**src/rtl/seg7_scan_driver_if.sv**
```systemverilog
`default_nettype none
// +----------------------------------------------------------------------+
// | seg7_scan_driver_if                                                  |
// | Control and pin bundle for the 8-digit seven-segment scan driver.    |
// | master: the debug source (drives value/load/enable/dp)               |
// | slave : the scan driver (drives AN/SEG_C and status)                 |
// | Rev 1.0                                                              |
// +----------------------------------------------------------------------+
interface seg7_scan_driver_if;
  logic        en_i;
  logic        load_i;
  logic [31:0] value_i;
  logic [7:0]  dp_i;
  logic [7:0]  AN;
  logic [7:0]  SEG_C;
  logic        pending_o;
  logic        frame_done_o;

  modport master (
    output en_i, load_i, value_i, dp_i,
    input  AN, SEG_C, pending_o, frame_done_o
  );

  modport slave (
    input  en_i, load_i, value_i, dp_i,
    output AN, SEG_C, pending_o, frame_done_o
  );
endinterface
`default_nettype wire

```
**src/rtl/seg7_scan_driver.sv**
```systemverilog
`default_nettype none
// +----------------------------------------------------------------------+
// | seg7_scan_driver                                                     |
// | Time-multiplexed 8-digit hex display driver with a double-buffered  |
// | 32-bit value. New values are staged in a pending register and only  |
// | copied to the display register when the scan wraps to digit 0.      |
// | Optional macro SEG7_LZB_EN enables leading-zero blanking.           |
// | Rev 1.0                                                              |
// +----------------------------------------------------------------------+
module seg7_scan_driver #(
  parameter int TICK_DIV   = 100000,
  parameter int NUM_DIGITS = 8
) (
  input  wire logic          clk,
  input  wire logic          rst,   // asynchronous, active-low
  seg7_scan_driver_if.slave  bus
);

  localparam int TICK_W = $clog2(TICK_DIV);
  localparam logic [TICK_W-1:0] c_TICK_LAST = TICK_W'(TICK_DIV - 1);

  // The digit index is the scan state; it cycles S0..S(NUM_DIGITS-1).
  typedef enum logic [2:0] {S0, S1, S2, S3, S4, S5, S6, S7} scan_state_t;
  localparam scan_state_t c_LAST_STATE = scan_state_t'(3'(NUM_DIGITS - 1));

  logic [TICK_W-1:0] r_tick;
  scan_state_t       r_state;
  scan_state_t       w_state_next;
  logic              w_tick_wrap;
  logic              w_frame_wrap;
  logic [31:0]       r_disp;
  logic [31:0]       r_pend;
  logic              r_pflag;
  logic [3:0]        w_nibble;
  logic              w_blank;
  logic [6:0]        w_seg;
  logic [7:0]        w_an;
  logic [7:0]        r_an;
  logic [7:0]        r_seg;
  logic              r_fdone;

  // Hex nibble to active-low {g,f,e,d,c,b,a}.
  function automatic logic [6:0] f_hex_to_seg(input logic [3:0] nib);
    logic [6:0] seg;
    case (nib)
      4'h0: seg = 7'h40;  4'h1: seg = 7'h79;  4'h2: seg = 7'h24;  4'h3: seg = 7'h30;
      4'h4: seg = 7'h19;  4'h5: seg = 7'h12;  4'h6: seg = 7'h02;  4'h7: seg = 7'h78;
      4'h8: seg = 7'h00;  4'h9: seg = 7'h10;  4'hA: seg = 7'h08;  4'hB: seg = 7'h03;
      4'hC: seg = 7'h46;  4'hD: seg = 7'h21;  4'hE: seg = 7'h06;  default: seg = 7'h0E;
    endcase
    return seg;
  endfunction

  assign w_tick_wrap = (r_tick == c_TICK_LAST);

  // Per-digit dwell counter, free-running even while the display is disabled.
  always_ff @(posedge clk or negedge rst) begin
    if (!rst)             r_tick <= '0;
    else if (w_tick_wrap) r_tick <= '0;
    else                  r_tick <= r_tick + 1'b1;
  end

  // Scan state register.
  always_ff @(posedge clk or negedge rst) begin
    if (!rst) r_state <= S0;
    else      r_state <= w_state_next;
  end

  // Next scan state; flags the frame boundary when the last digit wraps to S0.
  always_comb begin
    w_state_next = r_state;
    w_frame_wrap = 1'b0;
    if (w_tick_wrap) begin
      if (r_state == c_LAST_STATE) begin
        w_state_next = S0;
        w_frame_wrap = 1'b1;
      end else begin
        w_state_next = scan_state_t'(r_state + 3'd1);
      end
    end
  end

  // Double buffer: a load coincident with a wrap still promotes the older
  // pending value, and the new one stays pending for the following frame.
  always_ff @(posedge clk or negedge rst) begin
    if (!rst) begin
      r_disp  <= '0;
      r_pend  <= '0;
      r_pflag <= 1'b0;
    end else begin
      if (w_frame_wrap && r_pflag) r_disp <= r_pend;
      if (bus.load_i) begin
        r_pend  <= bus.value_i;
        r_pflag <= 1'b1;
      end else if (w_frame_wrap) begin
        r_pflag <= 1'b0;
      end
    end
  end

  assign w_nibble = r_disp[{r_state, 2'b00} +: 4];

`ifdef SEG7_LZB_EN
  logic [7:0] w_zero_from;  // bit k: nibbles k..NUM_DIGITS-1 are all zero
  logic       w_run_zero;

  // Leading-zero mask from the display register, so it only moves at frame boundaries.
  always_comb begin
    w_zero_from = '1;
    w_run_zero  = 1'b1;
    for (int k = 7; k >= 0; k--) begin
      if (k < NUM_DIGITS) w_run_zero = w_run_zero && (r_disp[4*k +: 4] == 4'h0);
      w_zero_from[k] = w_run_zero;
    end
  end

  assign w_blank = (r_state != S0) && w_zero_from[r_state];
`else
  assign w_blank = 1'b0;
`endif

  assign w_seg = w_blank ? 7'h7F : f_hex_to_seg(w_nibble);
  assign w_an  = bus.en_i ? ~(8'h01 << r_state) : 8'hFF;

  // Registered pin drivers and frame pulse.
  always_ff @(posedge clk or negedge rst) begin
    if (!rst) begin
      r_an    <= 8'hFF;
      r_seg   <= 8'hFF;
      r_fdone <= 1'b0;
    end else begin
      r_an    <= w_an;
      r_seg   <= {~bus.dp_i[r_state], w_seg};
      r_fdone <= w_frame_wrap;
    end
  end

  assign bus.AN           = r_an;
  assign bus.SEG_C        = r_seg;
  assign bus.pending_o    = r_pflag;
  assign bus.frame_done_o = r_fdone;

endmodule
`default_nettype wire

```
**src/flat_wrapper.sv**
```systemverilog
// flat-port wrapper written by rule: the top's interface ports become plain ports
module seg7_scan_driver_flat 
#(
  parameter int TICK_DIV   = 100000,
  parameter int NUM_DIGITS = 8
)
  (clk, rst, bus_en_i, bus_load_i, bus_value_i, bus_dp_i, bus_AN, bus_SEG_C, bus_pending_o, bus_frame_done_o);
  seg7_scan_driver_if bus_i ();
  input  wire logic clk;
  input  wire logic rst;
  input wire logic [$bits(bus_i.en_i)-1:0] bus_en_i;
  input wire logic [$bits(bus_i.load_i)-1:0] bus_load_i;
  input wire logic [$bits(bus_i.value_i)-1:0] bus_value_i;
  input wire logic [$bits(bus_i.dp_i)-1:0] bus_dp_i;
  output wire logic [$bits(bus_i.AN)-1:0] bus_AN;
  output wire logic [$bits(bus_i.SEG_C)-1:0] bus_SEG_C;
  output wire logic [$bits(bus_i.pending_o)-1:0] bus_pending_o;
  output wire logic [$bits(bus_i.frame_done_o)-1:0] bus_frame_done_o;
  assign bus_i.en_i = bus_en_i;
  assign bus_i.load_i = bus_load_i;
  assign bus_i.value_i = bus_value_i;
  assign bus_i.dp_i = bus_dp_i;
  assign bus_AN = bus_i.AN;
  assign bus_SEG_C = bus_i.SEG_C;
  assign bus_pending_o = bus_i.pending_o;
  assign bus_frame_done_o = bus_i.frame_done_o;
  seg7_scan_driver #(.TICK_DIV(TICK_DIV), .NUM_DIGITS(NUM_DIGITS)) u_core (.clk(clk), .rst(rst), .bus(bus_i));
endmodule
```
**config.mk**
```make
export PLATFORM = sky130hd
export DESIGN_NAME = seg7_scan_driver_flat
export DESIGN_NICKNAME = d
export VERILOG_FILES = /design/src/rtl/seg7_scan_driver_if.sv /design/src/rtl/seg7_scan_driver.sv /design/src/flat_wrapper.sv
export SDC_FILE = /design/constraint.sdc
export NUM_CORES = 1
export LEC_CHECK = 0
export ABC_CLOCK_PERIOD_IN_PS = 5400
export BUFFER_PORTS_ARGS = -buffer_cell sky130_fd_sc_hd__buf_4
export CAP_MARGIN = 20
export CORE_ASPECT_RATIO = 1.4
export CORE_MARGIN = 3
export CORE_UTILIZATION = 40
export CTS_CLUSTER_SIZE = 24
export DETAILED_ROUTE_END_ITERATION = 7
export SKIP_LAST_GASP = 1
export SYNTH_ARGS = -nofsm -noshare
export SYNTH_HDL_FRONTEND = slang
export SYNTH_SLANG_ARGS = --single-unit
```
**constraint.sdc**
```tcl
create_clock -name clk -period 5.4 [get_ports clk]
set_clock_uncertainty 0.05 [all_clocks]
set_input_delay 1.08 -clock clk [delete_from_list [all_inputs] [get_ports clk]]
set_output_delay 1.08 -clock clk [all_outputs]
set_load 0.005 [all_outputs]
```
==> results.py <==
metrics = {
    "logic_synthesis": {
        "synth-xor-area-share": 0.0267,
        "yosys.area_share.simple": 0.0729,
        "synthMuxAreaShare": 0.267,
        "synth_compound_area_frac": 0.0174,
        "yosys_warnings": 0,
        "avgSynthCellArea_sq_um": 15.0,
        "synth_edf_count": 0,
        "synth_fa_ha_area_frac": 0.0327,
        "synth_cell_types": 39,
        "syn_inst": 307,
        "synth_seq_area_share": 0.560,
        "async_flop_share": 1.00,
        "syn-cell-area_sq_mm": 0.00460,
        "ys_ff_latch": 102,
        "synth_top_family_by_area": "multiplexers",
        "synthFlopType": "dfrtp_1",
        "syn-num-nets": 363,
    },
    "detailed_routing": {
        "vias_per_cell": 4.91,
        "wl_per_cell_microns": 15.8,
        "vias": 2533,
        "drt_iter0_markers": 95,
        "drt_first_pass_iters": 4,
        "wirelength_microns": 8160,
        "ant_nets": 0,
        "drc": 0,
    },
    "global_route": {
        "antenna_found_initial": 0,
        "grt_pass1_vias": 2654,
        "grt_usage": 0.133,
        "grt_max_degree": 55,
        "grt_pass1_wl_microns": 13500,
        "gr-total-overflow": 0,
    },
    "placed_design": {
        "dp_hpwl_microns": 5830,
        "placed_area_sq_mm": 0.00517,
        "io_buffers": 61,
        "place_congestion": 0.775,
        "pre_cts_ws_ns": 2.35,
    },
    "setup_path": {
        "crit_start": "u_core.r_tick[6]$_DFF_PN0_",
        "path_max_fanout": 32,
        "endpoint_kind": "register",
        "path_buf_inv": 0,
        "path_cells": "or4_1 > nor4_4 > nand4_4 > mux2_4",
        "worst_path_largest_cell_delay_ns": 0.72,
        "r2r_setup_slack_ns": 2.51,
        "critPathTopFamily": "simple AND/OR/NAND/NOR gates",
        "crit_cells": 4,
        "worst-endpoint-arrival_ns": 3.07,
        "critPathKind": "reg -> reg",
        "cp-start-kind": "register",
        "crit_slowest_cell": "nand4_4",
        "r2r-start": "u_core.r_tick[6]$_DFF_PN0_",
        "crit_path_end": "u_core.r_disp[5]$_DFFE_PN0P_",
        "cp.required_ns": 5.57,
        "r2r_end": "u_core.r_disp[5]$_DFFE_PN0P_",
        "rr_worst_depth": 4,
    },
    "floorplanning": {
        "die_h_microns": 133,
        "core_area_sq_mm": 0.0110,
        "start_util": 0.417,
        "dieArea_sq_mm": 0.0128,
        "rows": 45,
        "die_width_microns": 96.6,
        "ioPinCount": 62,
    },
    "clocking": {
        "ctsResizeCount": 0,
        "clk_pin_slew_ns": 0.06,
        "cts_buffer_depth": 2,
        "cts_buffers": 9,
        "htreeDepth": 3,
        "postCtsHoldBufs": 0,
        "cts_setup_buffers": 0,
        "cts.sinks": 102,
        "cts_tree": "done",
        "clock_latency_ns": 0.34,
        "cts-root-buf": "clkbuf_16",
    },
    "power": {
        "p_switching_uw": 310,
        "max-vdd-ir-drop_uv": 181,
        "power_density_mw_per_mm2": 279,
        "total_power_mw": 1.53,
        "p_leak_nw": 2.63,
        "swShare": 0.203,
        "combPwrFrac": 0.049,
        "p_seq_frac": 0.526,
        "p_int_mw": 1.22,
        "clkPwrFrac": 0.425,
    },
    "run": {
        "drv_cap": 0,
    },
    "sta": {
        "drv_slew": 0,
        "period_share": 0.536,
        "grt_setup_unrepaired": "no",
        "tightest_slew_ns": 0.813,
        "fin_ws_ns": 2.51,
        "hold_violations": 0,
        "max_freq_mhz": 346,
        "period_needed_ns": 2.89,
        "maxSlewHeadroom": 0.457,
        "finalSetupTns_ns": 0,
        "setup_viol": 0,
    },
    "layout": {
        "final_area_sq_mm": 0.00548,
        "drive_gt1_frac": 0.472,
        "nets": 426,
        "areaGrowthSynthToFinish_pct": 19.2,
        "filler_cell_count": 999,
        "antenna_cells": 0,
        "final_util": 0.496,
    },
    "status": {
        "run_status": "completed",
    },
    "min_path": {
        "hold_class": "reg -> reg",
    },
}
==> layer usage <==
| layer | global-route usage | routed length [microns] | up-vias |
|---|---|---|---|
| met3 | 0.0380 | 340 | 13 |
| met4 | 0.0562 | 174 | 0 |
| met5 | 0 | 0 | - |
| met2 | 0.214 | 4130 | 48 |
| li1 | - | - | 1221 |
| met1 | 0.168 | 3520 | 1251 |
==> power groups by stage <==
stage | clock [mW] | combinational [mW] | sequential [mW]
2_1_floorplan | 0 | 0.0318 | 0.812
3_3_place_gp | 0 | 0.0756 | 0.818
3_5_place_dp | 0 | 0.0773 | 0.818
4_1_cts | 0.675 | 0.0775 | 0.804
5_1_grt | 0.710 | 0.0833 | 0.806
6_report | 0.649 | 0.0746 | 0.803
==> state kept, by name (all words and copies together) (netlist names) <==
signal                   flops
u_core.r_disp               32
u_core.r_pend               32
u_core.r_tick               17
u_core.bus.AN                8
u_core.bus.SEG_C             8
u_core.r_state               3
u_core.bus.frame_done_o      1
u_core.bus.pending_o         1
==> layout by cell type, fill, tap and decap left out, types with 4 or more instances in the layout <==
cell	netlist	routed
dfrtp_1	86	86
buf_4	0	63
mux2_2	38	38
mux2_4	30	30
dfstp_2	16	16
nand3_1	13	13
ha_1	12	12
xnor2_1	11	11
mux4_2	10	10
mux2i_1	10	10
inv_1	10	10
nand2_1	9	9
nor2_1	9	9
clkbuf_16	0	9
and3_1	4	4
o21ai_0	4	4
==> Yosys cell counts, types with 4 or more instances <==
cell       n  area (sq um)
and3_1     4          25.0
o21ai_0    4          20.0
nand3_1   13          65.1
nor2_1     9          33.8
mux2_2    38           428
dfstp_2   16           420
dfrtp_1   86          2150
buf_2      4          20.0
nand2_1    9          33.8
mux2_4    30           450
clkbuf_1   4          15.0
xnor2_1   11          96.3
mux2i_1   10           100
ha_1      12           150
mux4_2    10           225
inv_1     10          37.5
==> logic make-up (layout without fill, tap and decap cells) <==
family          after synthesis  after routing
flops                       102            102
mux                          89             89
simple gates                 56             56
buf+inv                      22             90
xor+xnor                     14             14
fa+ha+maj                    12             12
compound gates               12             12
==> area by class of cell <==
type | instances | area [sq um] | area share
repair buffers | 63 | 473 | 0.0863
clock buffers | 12 | 256 | 0.0468
flip-flops and latches | 102 | 2570 | 0.470
inverters | 11 | 41.3 | 0.00754
well taps | 141 | 176 | 0.0322
clock inverters | 4 | 45.0 | 0.00822
multi-input cells | 183 | 1910 | 0.349
==> through the flow <==
step	instances	hold WS, ns
floorplan	307	0.402
global placement	499	0.419
detailed placement	499	0.431
CTS	515	0.439
global route	516	0.463
finish	516	0.437
==> worst min-delay path by stage <==
stage | start | endpoint | slack, ns | cells past startpoint
6_report | u_core.r_tick[0]$_DFF_PN0_ | u_core.r_tick[0]$_DFF_PN0_ | 0.44 | 1
5_1_grt | u_core.r_pend[19]$_DFFE_PN0P_ | u_core.r_disp[19]$_DFFE_PN0P_ | 0.46 | 1
4_1_cts | u_core.r_tick[0]$_DFF_PN0_ | u_core.r_tick[0]$_DFF_PN0_ | 0.44 | 1
3_5_place_dp | u_core.r_tick[11]$_DFF_PN0_ | u_core.r_tick[11]$_DFF_PN0_ | 0.43 | 1
3_3_place_gp | u_core.r_tick[0]$_DFF_PN0_ | u_core.r_tick[0]$_DFF_PN0_ | 0.42 | 1
2_1_floorplan | u_core.r_tick[11]$_DFF_PN0_ | u_core.r_tick[11]$_DFF_PN0_ | 0.40 | 1
No activity file was read; power rests on OpenSTA's default activity.
